--- src/rtl/reg_alu_pkg.sv ---
// Shared opcodes, FSM states and decode helpers for the register ALU.
package reg_alu_pkg;

    localparam int unsigned OPW = 4;

    localparam logic [OPW-1:0] OP_NOP  = 4'b0000;
    localparam logic [OPW-1:0] OP_MOV  = 4'b0001;
    localparam logic [OPW-1:0] OP_MOVI = 4'b0010;
    localparam logic [OPW-1:0] OP_NOT  = 4'b0011;
    localparam logic [OPW-1:0] OP_ADD  = 4'b0100;
    localparam logic [OPW-1:0] OP_SUB  = 4'b0101;
    localparam logic [OPW-1:0] OP_OR   = 4'b0110;
    localparam logic [OPW-1:0] OP_AND  = 4'b0111;
    localparam logic [OPW-1:0] OP_XOR  = 4'b1000;

    typedef enum logic [1:0] {
        ST_IDLE = 2'b00,
        ST_EXEC = 2'b01,
        ST_WB   = 2'b10
    } state_t;

    // True for every legal opcode that writes its destination register.
    function automatic logic op_writes(input logic [OPW-1:0] k);
        return (k >= OP_MOV) && (k <= OP_XOR);
    endfunction

endpackage

--- src/rtl/reg_alu_core.sv ---
// Purely combinational ALU: result, carry/borrow and illegal-opcode decode.
module reg_alu_core
    import reg_alu_pkg::*;
#(
    parameter int unsigned WIDTH = 8
) (
    input  logic [OPW-1:0]   i_kop,
    input  logic [WIDTH-1:0] i_a,
    input  logic [WIDTH-1:0] i_b,
    input  logic [WIDTH-1:0] i_imm,
    output logic [WIDTH-1:0] o_result_c,
    output logic             o_carry_c,
    output logic             o_illegal_c
);

    logic [WIDTH:0] w_sum;
    logic [WIDTH:0] w_diff;

    // Extra top bit carries the add carry-out / subtract borrow.
    assign w_sum  = {1'b0, i_a} + {1'b0, i_b};
    assign w_diff = {1'b0, i_a} - {1'b0, i_b};

    // Opcode decode; carry stays clear for everything except ADD/SUB.
    always_comb begin
        o_result_c  = '0;
        o_carry_c   = 1'b0;
        o_illegal_c = 1'b0;
        case (i_kop)
            OP_NOP:  o_result_c = '0;
            OP_MOV:  o_result_c = i_b;
            OP_MOVI: o_result_c = i_imm;
            OP_NOT:  o_result_c = ~i_a;
            OP_ADD: begin
                o_result_c = w_sum[WIDTH-1:0];
                o_carry_c  = w_sum[WIDTH];
            end
            OP_SUB: begin
                o_result_c = w_diff[WIDTH-1:0];
                o_carry_c  = w_diff[WIDTH];
            end
            OP_OR:   o_result_c = i_a | i_b;
            OP_AND:  o_result_c = i_a & i_b;
            OP_XOR:  o_result_c = i_a ^ i_b;
            default: o_illegal_c = 1'b1;
        endcase
    end

endmodule

--- src/rtl/reg_alu_exec.sv ---
// Three-phase (accept / execute / writeback) register-file ALU.
module reg_alu_exec
    import reg_alu_pkg::*;
#(
    parameter  int unsigned WIDTH = 8,
    parameter  int unsigned NREG  = 4,
    localparam int unsigned RW    = $clog2(NREG)
) (
    input  logic             clk,
    input  logic             rst_n,
    input  logic             in_valid,
    output logic             in_ready,
    input  logic [OPW-1:0]   kop,
    input  logic [RW-1:0]    reg_dst,
    input  logic [RW-1:0]    reg_src,
    input  logic [WIDTH-1:0] imm,
    output logic             out_valid,
    output logic [WIDTH-1:0] res,
    output logic             zf,
    output logic             cf,
    output logic             err,
    input  logic [RW-1:0]    rd_sel,
    output logic [WIDTH-1:0] rd_data
);

    state_t           r_state;
    logic             r_in_ready;
    logic [OPW-1:0]   r_kop;
    logic [RW-1:0]    r_dst;
    logic [RW-1:0]    r_src;
    logic [WIDTH-1:0] r_imm;
    logic [WIDTH-1:0] r_result;
    logic             r_carry;
    logic             r_illegal;
    logic [WIDTH-1:0] r_regs [NREG];
    logic [WIDTH-1:0] r_res;
    logic             r_zf;
    logic             r_cf;
    logic             r_out_valid;
    logic             r_err;

    logic [WIDTH-1:0] w_a;
    logic [WIDTH-1:0] w_b;
    logic [WIDTH-1:0] w_result;
    logic             w_carry;
    logic             w_illegal;

    // Operands come from the captured register indices, not the live inputs.
    assign w_a = r_regs[r_dst];
    assign w_b = r_regs[r_src];

    reg_alu_core #(
        .WIDTH (WIDTH)
    ) u_core (
        .i_kop       (r_kop),
        .i_a         (w_a),
        .i_b         (w_b),
        .i_imm       (r_imm),
        .o_result_c  (w_result),
        .o_carry_c   (w_carry),
        .o_illegal_c (w_illegal)
    );

    // Sequencer, operand/result latches, register file and visible flags.
    always_ff @(posedge clk) begin
        if (!rst_n) begin
            r_state     <= ST_IDLE;
            r_in_ready  <= 1'b1;
            r_kop       <= '0;
            r_dst       <= '0;
            r_src       <= '0;
            r_imm       <= '0;
            r_result    <= '0;
            r_carry     <= 1'b0;
            r_illegal   <= 1'b0;
            r_res       <= '0;
            r_zf        <= 1'b0;
            r_cf        <= 1'b0;
            r_out_valid <= 1'b0;
            r_err       <= 1'b0;
            for (int i = 0; i < NREG; i++) begin
                r_regs[i] <= '0;
            end
        end else begin
            r_out_valid <= 1'b0;
            r_err       <= 1'b0;
            case (r_state)
                ST_IDLE: begin
                    if (in_valid && r_in_ready) begin
                        r_kop      <= kop;
                        r_dst      <= reg_dst;
                        r_src      <= reg_src;
                        r_imm      <= imm;
                        r_in_ready <= 1'b0;
                        r_state    <= ST_EXEC;
                    end
                end
                ST_EXEC: begin
                    r_result  <= w_result;
                    r_carry   <= w_carry;
                    r_illegal <= w_illegal;
                    r_state   <= ST_WB;
                end
                ST_WB: begin
                    if (r_illegal) begin
                        r_err <= 1'b1;
                    end else begin
                        r_out_valid <= 1'b1;
                        if (op_writes(r_kop)) begin
                            r_regs[r_dst] <= r_result;
                            r_res         <= r_result;
                            r_zf          <= (r_result == '0);
                            r_cf          <= r_carry;
                        end
                    end
                    r_in_ready <= 1'b1;
                    r_state    <= ST_IDLE;
                end
                default: begin
                    r_in_ready <= 1'b1;
                    r_state    <= ST_IDLE;
                end
            endcase
        end
    end

    assign in_ready  = r_in_ready;
    assign out_valid = r_out_valid;
    assign err       = r_err;
    assign res       = r_res;
    assign zf        = r_zf;
    assign cf        = r_cf;
    assign rd_data   = r_regs[rd_sel];

endmodule

--- config.mk ---
export PLATFORM = sky130hd
export DESIGN_NAME = reg_alu_exec
export DESIGN_NICKNAME = d
export VERILOG_FILES = /design/src/rtl/reg_alu_pkg.sv /design/src/rtl/reg_alu_core.sv /design/src/rtl/reg_alu_exec.sv
export SDC_FILE = /design/constraint.sdc
export NUM_CORES = 1
export LEC_CHECK = 0
export BUFFER_PORTS_ARGS = -buffer_cell sky130_fd_sc_hd__buf_4
export CAP_MARGIN = 20
export CORE_MARGIN = 4
export CORE_UTILIZATION = 51
export DETAILED_ROUTE_END_ITERATION = 7
export PLACE_DENSITY = 0.73
export SYNTH_ARGS = -nofsm -noshare
export SYNTH_HDL_FRONTEND = slang
export SYNTH_SLANG_ARGS = --single-unit
--- constraint.sdc ---
create_clock -name clk -period 4.31 [get_ports clk]
set_clock_uncertainty 0.05 [all_clocks]
set_input_delay 0.6465 -clock clk [delete_from_list [all_inputs] [get_ports clk]]
set_output_delay 0.6465 -clock clk [all_outputs]
set_load 0.1 [all_outputs]
# --- Word-level counts from Yosys, hierarchy flattened ---
# Memories as Yosys holds them, arrays and structs flattened. A register that Yosys moved wholly into a read port is not among the register bits.
# Index checks and enable logic that the tools add are counted.
totals:
  mem_bits_rw: 32
  ff_bits: 41
  memories: 1
  out_inout_bits: 21
op_classes:
  mux: 22
  bitwise: 6
  reduce_logical: 11
  n_lt_le_gt_ge: 2
  n_eq_ne: 11
  addsub: 2
mem_list:
  columns: ["name", "depth", "word_bits", "read_ports", "rd_clocked_by_memory_dff", "wr", "line_no", "source"]
  rows:
  - ["r_regs", 4, 8, 3, 2, 4, "reg_alu_exec.sv:35", "logic [WIDTH-1:0] r_regs [NREG];"]
ops:
  columns: ["cell", "n"]
  rows:
  - ["$pmux W8 S8", 1]
  - ["$eq A4 B3 Y1 const B", 4]
  - ["$mux W2", 6]
  - ["$mux W1", 11]
  - ["$add A8 B8 Y9", 1]
  - ["$reduce_or A9 Y1", 1]
  - ["$sub A8 B8 Y9", 1]
  - ["$and A8 B8 Y8", 1]
  - ["$eq A4 B2 Y1 const B", 2]
  - ["$logic_not A8 Y1", 1]
  - ["$mux W8", 1]
  - ["$not A8 Y8", 1]
  - ["$or A8 B8 Y8", 1]
  - ["$reduce_or A8 Y1", 1]
  - ["$xor A8 B8 Y8", 1]
  - ["$reduce_and A2 Y1", 3]
  - ["$eq A4 B1 Y1 const B", 1]
  - ["$eq A4 B4 Y1 const B", 1]
  - ["$ge A4 B1 Y1 const B", 1]
  - ["$le A4 B4 Y1 const B", 1]
  - ["$logic_not A4 Y1", 1]
  - ["$pmux W1 S2", 2]
  - ["$pmux W2 S2", 1]
  - ["$reduce_and A3 Y1", 1]
  - ["6 further kinds", 8]

# --- Longest topological paths before layout ---
logic_depth:
  word_depth: 9
  depth_mapped: 12

# --- Modules after synthesis ---
# Synthesis repeated with hierarchy kept, for this count alone.
unflattened:
  hier_cells: 480
  area_unflattened_um2: 4738.3
by_module_without_submodules:
  columns: ["module", "instances", "seq_area_each_um2", "area_each_um2", "cells_per_inst"]
  rows:
  - ["reg_alu_exec", 1, 1861.8, 3388.2, 282]
  - ["reg_alu_core", 1, 0.0, 1350.0, 198]

# --- Worst setup path before layout ---
# OpenSTA, ideal clock, no wires.
synth_path:
  kind: "register -> register"
  from: "reg with a tool-made name"
  to: "reg r_result[1]"
  path_slack_ns: 1.613
  required_ns: 4.130
  stages_incl_launch_ff: 12
  arrival_ns: 2.518
  setup_time_ns: 0.130
  synth_period_minus_slack_ns: 2.697
  path_cell_list: "dfxtp_1 > buf_6 > mux4_2 > inv_1 > ha_1 > inv_1 > fa_1 > mux2_2 > a21oi_1 > nor2_1 > a2111oi_2 > a21oi_1"
synth_lines:
  columns: ["item", "line_no", "source"]
  rows:
  - ["to (signal assigned)", "reg_alu_exec.sv:99", "r_result <= w_result;"]
  - ["to (decl)", "reg_alu_exec.sv:32", "logic [WIDTH-1:0] r_result;"]

==> flow_summary.toml <==
[synthesis]
synth-edff-count = 32
syn_area_mm2 = 0.00493
synth.distinct_cells = 71
postSynth.topFlopCell = "dfxtp_1"
postSynth.asyncResetShare = 0
ys_seq_elements = 77
postSynthAreaPerCell_um2 = 10.0
syn_inst = 491
synth.yosys.seq_area_share = 0.378
synthesis.yosys.warnings = 0
synth.net_count = 540

[final_layout]
layout-drive-gt1-share = 0.206
design.final.nets = 564
final_cells = 649
layout-area-overhead-vs-synth_pct = 10.1
n_antenna_cell = 0
final.fill_count = 807

[floorplan]
die_area_mm2 = 0.0113
num_rows = 35
floorplan.core_area_mm2 = 0.00933
floorplan.initialDensity = 0.528
die_width_um = 106
io-pin-count = 42
die_height_um = 106

[clock_network]
clock-root-buffer = "clkbuf_8"
post-cts-setup-buffer-count = 0
clk_latency_ns = 0.36
clock_tree.buffer_depth = 2
numCtsBuffers = 9
postCtsHoldBufs = 0
clock-sinks = 77
htree_num_levels = 3
clock_pin_slew_worst_setup_and_hold_paths_ns = 0.09
post_cts.resized_instances = 0
tritoncts_clock_tree = "yes"

[setup_path]
worstReg2RegEnd = "r_result[6]"
critical-path-max-stage-delay_ns = 0.67
criticalPathCategory = "reg2reg"
required_ns = 4.56
reg2reg_slack_ns = 1.15
largest_driver_fanout_on_the_critical_path = 8
path_cells = "mux4_2 > inv_1 > ha_1 > inv_1 > fa_1 > nand2b_1 > a221oi_2 > or4_1 > a31oi_1 > nor3_1 > a31oi_1"
ff2ff_path_depth = 11
critical_path.endpoint_type = "register"
worst_path_max_delay_cell = "dfxtp_1"
timing.critical_path.from_type = "register"
critPathArrivalTime_ns = 3.41

[detailed_routing]
remaining_drc_errors = 0
post_drt_via_cell_ratio = 5.82
route.final.wire_length_um = 12400
routedWlPerCell_um = 19.1
count_of_nets_left_with_antenna_violations_after_detail_routing = 0
vias = 3780
detailedRoute.firstIterationViolations = 253
firstDrtPassIters = 5

[sta]
hold_viol = 0
timing_max_transition_violations_final = 0
timing.max_slew.rel_slack = 0.411
fin_setup_tns_ns = 0
period_utilization = 0.733
final.min_clock_period_ns = 3.16
measured_slew_at_the_worst_slew_check_pin_ns = 0.876
finalSetupViolCount = 0
fmax_ghz = 0.316
unrepaired_setup_endpoints_after_global_routing = "no"

[hold_path]
hp-class = "reg2reg"
whs_path_depth = 1
worst_min_delay_path_endpoint = "res[6]"
min-delay-start = "res[6]"

[outcome]
run_status = "finished clean"

[global_routing]
grt_antenna_before_repair = 0
grt_pass1_vias = 3694
maximum_number_of_pins_on_one_net_before_global_route_repair = 36
grt_first_pass_wirelength_um = 20100
globalRoute.totalOverflow = 0
grt.total_usage = 0.229

[placed_design]
gp_congestion = 0.917
placed_cells = 633
port-buffer-count = 41
place_hpwl_um = 9200

[flow_run]
maxCapViolations = 0

[pwr]
power.static_leakage_uw = 0.00214
power.ir.vdd_worst_mv = 0.275
power.density_mw_per_mm2 = 344
-- layout make-up --
class | count | area, um2 | area share
clock inverters | 5 | 60.1 | 0.0111
inverters | 27 | 101 | 0.0187
flip-flops and latches | 77 | 1860 | 0.343
repair buffers | 45 | 338 | 0.0623
multi-input cells | 355 | 2770 | 0.511
clock buffers | 11 | 131 | 0.0242
well taps | 129 | 161 | 0.0298
-- sequential cells by signal, summed over array words and instances (netlist names), 2 cells and up, named ones only --
signal / cells
r_kop: 4
r_state: 2
r_result: 8
r_dst: 2
r_regs: 32
r_src: 2
res: 8
r_imm: 8
-- placed cells by master (no fill, tap or decap), types with 2 or more instances in the layout --
| cell type | count |
|---|---|
| and3b_1 | 2 |
| nor2b_1 | 5 |
| mux2i_1 | 2 |
| clkbuf_8 | 9 |
| a21boi_0 | 17 |
| fa_1 | 2 |
| edfxtp_1 | 32 |
| and3_1 | 2 |
| inv_1 | 26 |
| a221oi_2 | 2 |
| mux4_2 | 24 |
| a211oi_1 | 3 |
| a21o_1 | 9 |
| o21bai_1 | 2 |
| a21oi_1 | 23 |
| a2bb2oi_1 | 2 |
| buf_4 | 45 |
| nand2b_1 | 7 |
| nor4_1 | 2 |
| o21ai_0 | 29 |
| o32ai_1 | 2 |
| nor2_1 | 30 |
| nand3b_1 | 2 |
| a31oi_1 | 10 |
| nor3_2 | 2 |
| dfxtp_1 | 45 |
| a311oi_1 | 2 |
| ha_1 | 26 |
| and2_4 | 7 |
| a22oi_1 | 2 |
| nor3_1 | 11 |
| nor3b_4 | 3 |
| nand2_1 | 60 |
| o21ai_1 | 3 |
| clkbuf_1 | 2 |
| nand4b_1 | 2 |
| and2_1 | 29 |
| nand3_1 | 2 |
-- synth_stat cells (9+ instances only) --
cell      number  share of area
nand2_1       60          0.046
nor3_1        11          0.011
and2_1        29          0.037
a21boi_0      17          0.026
o21ai_0       29          0.029
clkbuf_1      10         0.0076
edfxtp_1      32           0.20
a21o_1         9          0.014
inv_1         26          0.020
dfxtp_1       45           0.18
a21oi_1       23          0.023
ha_1          26          0.066
buf_2         11          0.011
mux4_2        24           0.11
nor2_1        30          0.023
a31oi_1       10          0.013
-- how the worst max path moves through the flow --
stage / start / end
floorplan: register / r_result[1]
global placement: register / r_result[6]
detailed placement: register / r_result[6]
CTS: register / r_result[6]
global route: register / r_result[6]
finish: register / r_result[6]
-- routing by layer --
metal | GRT usage | up-vias | wire length [um]
met2 | 0.376 | 136 | 6010
met4 | 0.0907 | 0 | 257
met3 | 0.0340 | 22 | 803
met5 | 0 | - | 0
li1 | - | 1819 | -
met1 | 0.305 | 1803 | 5300
-- cells by family after synthesis --
| group | after synthesis | share of synthesized area |
|---|---|---|
| simple gates | 175 | 0.197 |
| compound gates | 122 | 0.167 |
| flops | 77 | 0.378 |
| buf+inv | 59 | 0.0609 |
| fa+ha+maj | 28 | 0.0741 |
| mux | 27 | 0.116 |
| xor+xnor | 3 | 0.00686 |
-- critical path, delay by kind of cell, from the launching register on --
family | cells | cell delay [ns]
compound gates | 3 | 0.40
fa+ha+maj | 2 | 0.59
buf+inv | 2 | 0.17
flops | 1 | 0.67
mux | 1 | 0.61
simple gates | 3 | 0.61
-- metrics by stage --
step | worst slack (ns) | total power, uW | hold WS [ns] | util | instance area [um2]
global route | 0.891 | 1960 | 0.441 | 0.582 | 5430
CTS | 1.13 | 1870 | 0.416 | 0.582 | 5430
floorplan | 1.61 | 1210 | 0.389 | - | 4930
finish | 1.15 | 1870 | 0.417 | 0.582 | 5430
detailed placement | 1.15 | 1320 | 0.390 | 0.561 | 5230
global placement | 1.28 | 1310 | 0.387 | 0.561 | 5230
-- power breakdown --
part / switching [uW] / leakage [uW] / internal (uW)
sequential: 47.8 / 0.000697 / 791
clock: 285 / 0.0000939 / 270
combinational: 297 / 0.00135 / 177
No activity file was read; power rests on OpenSTA's default activity.
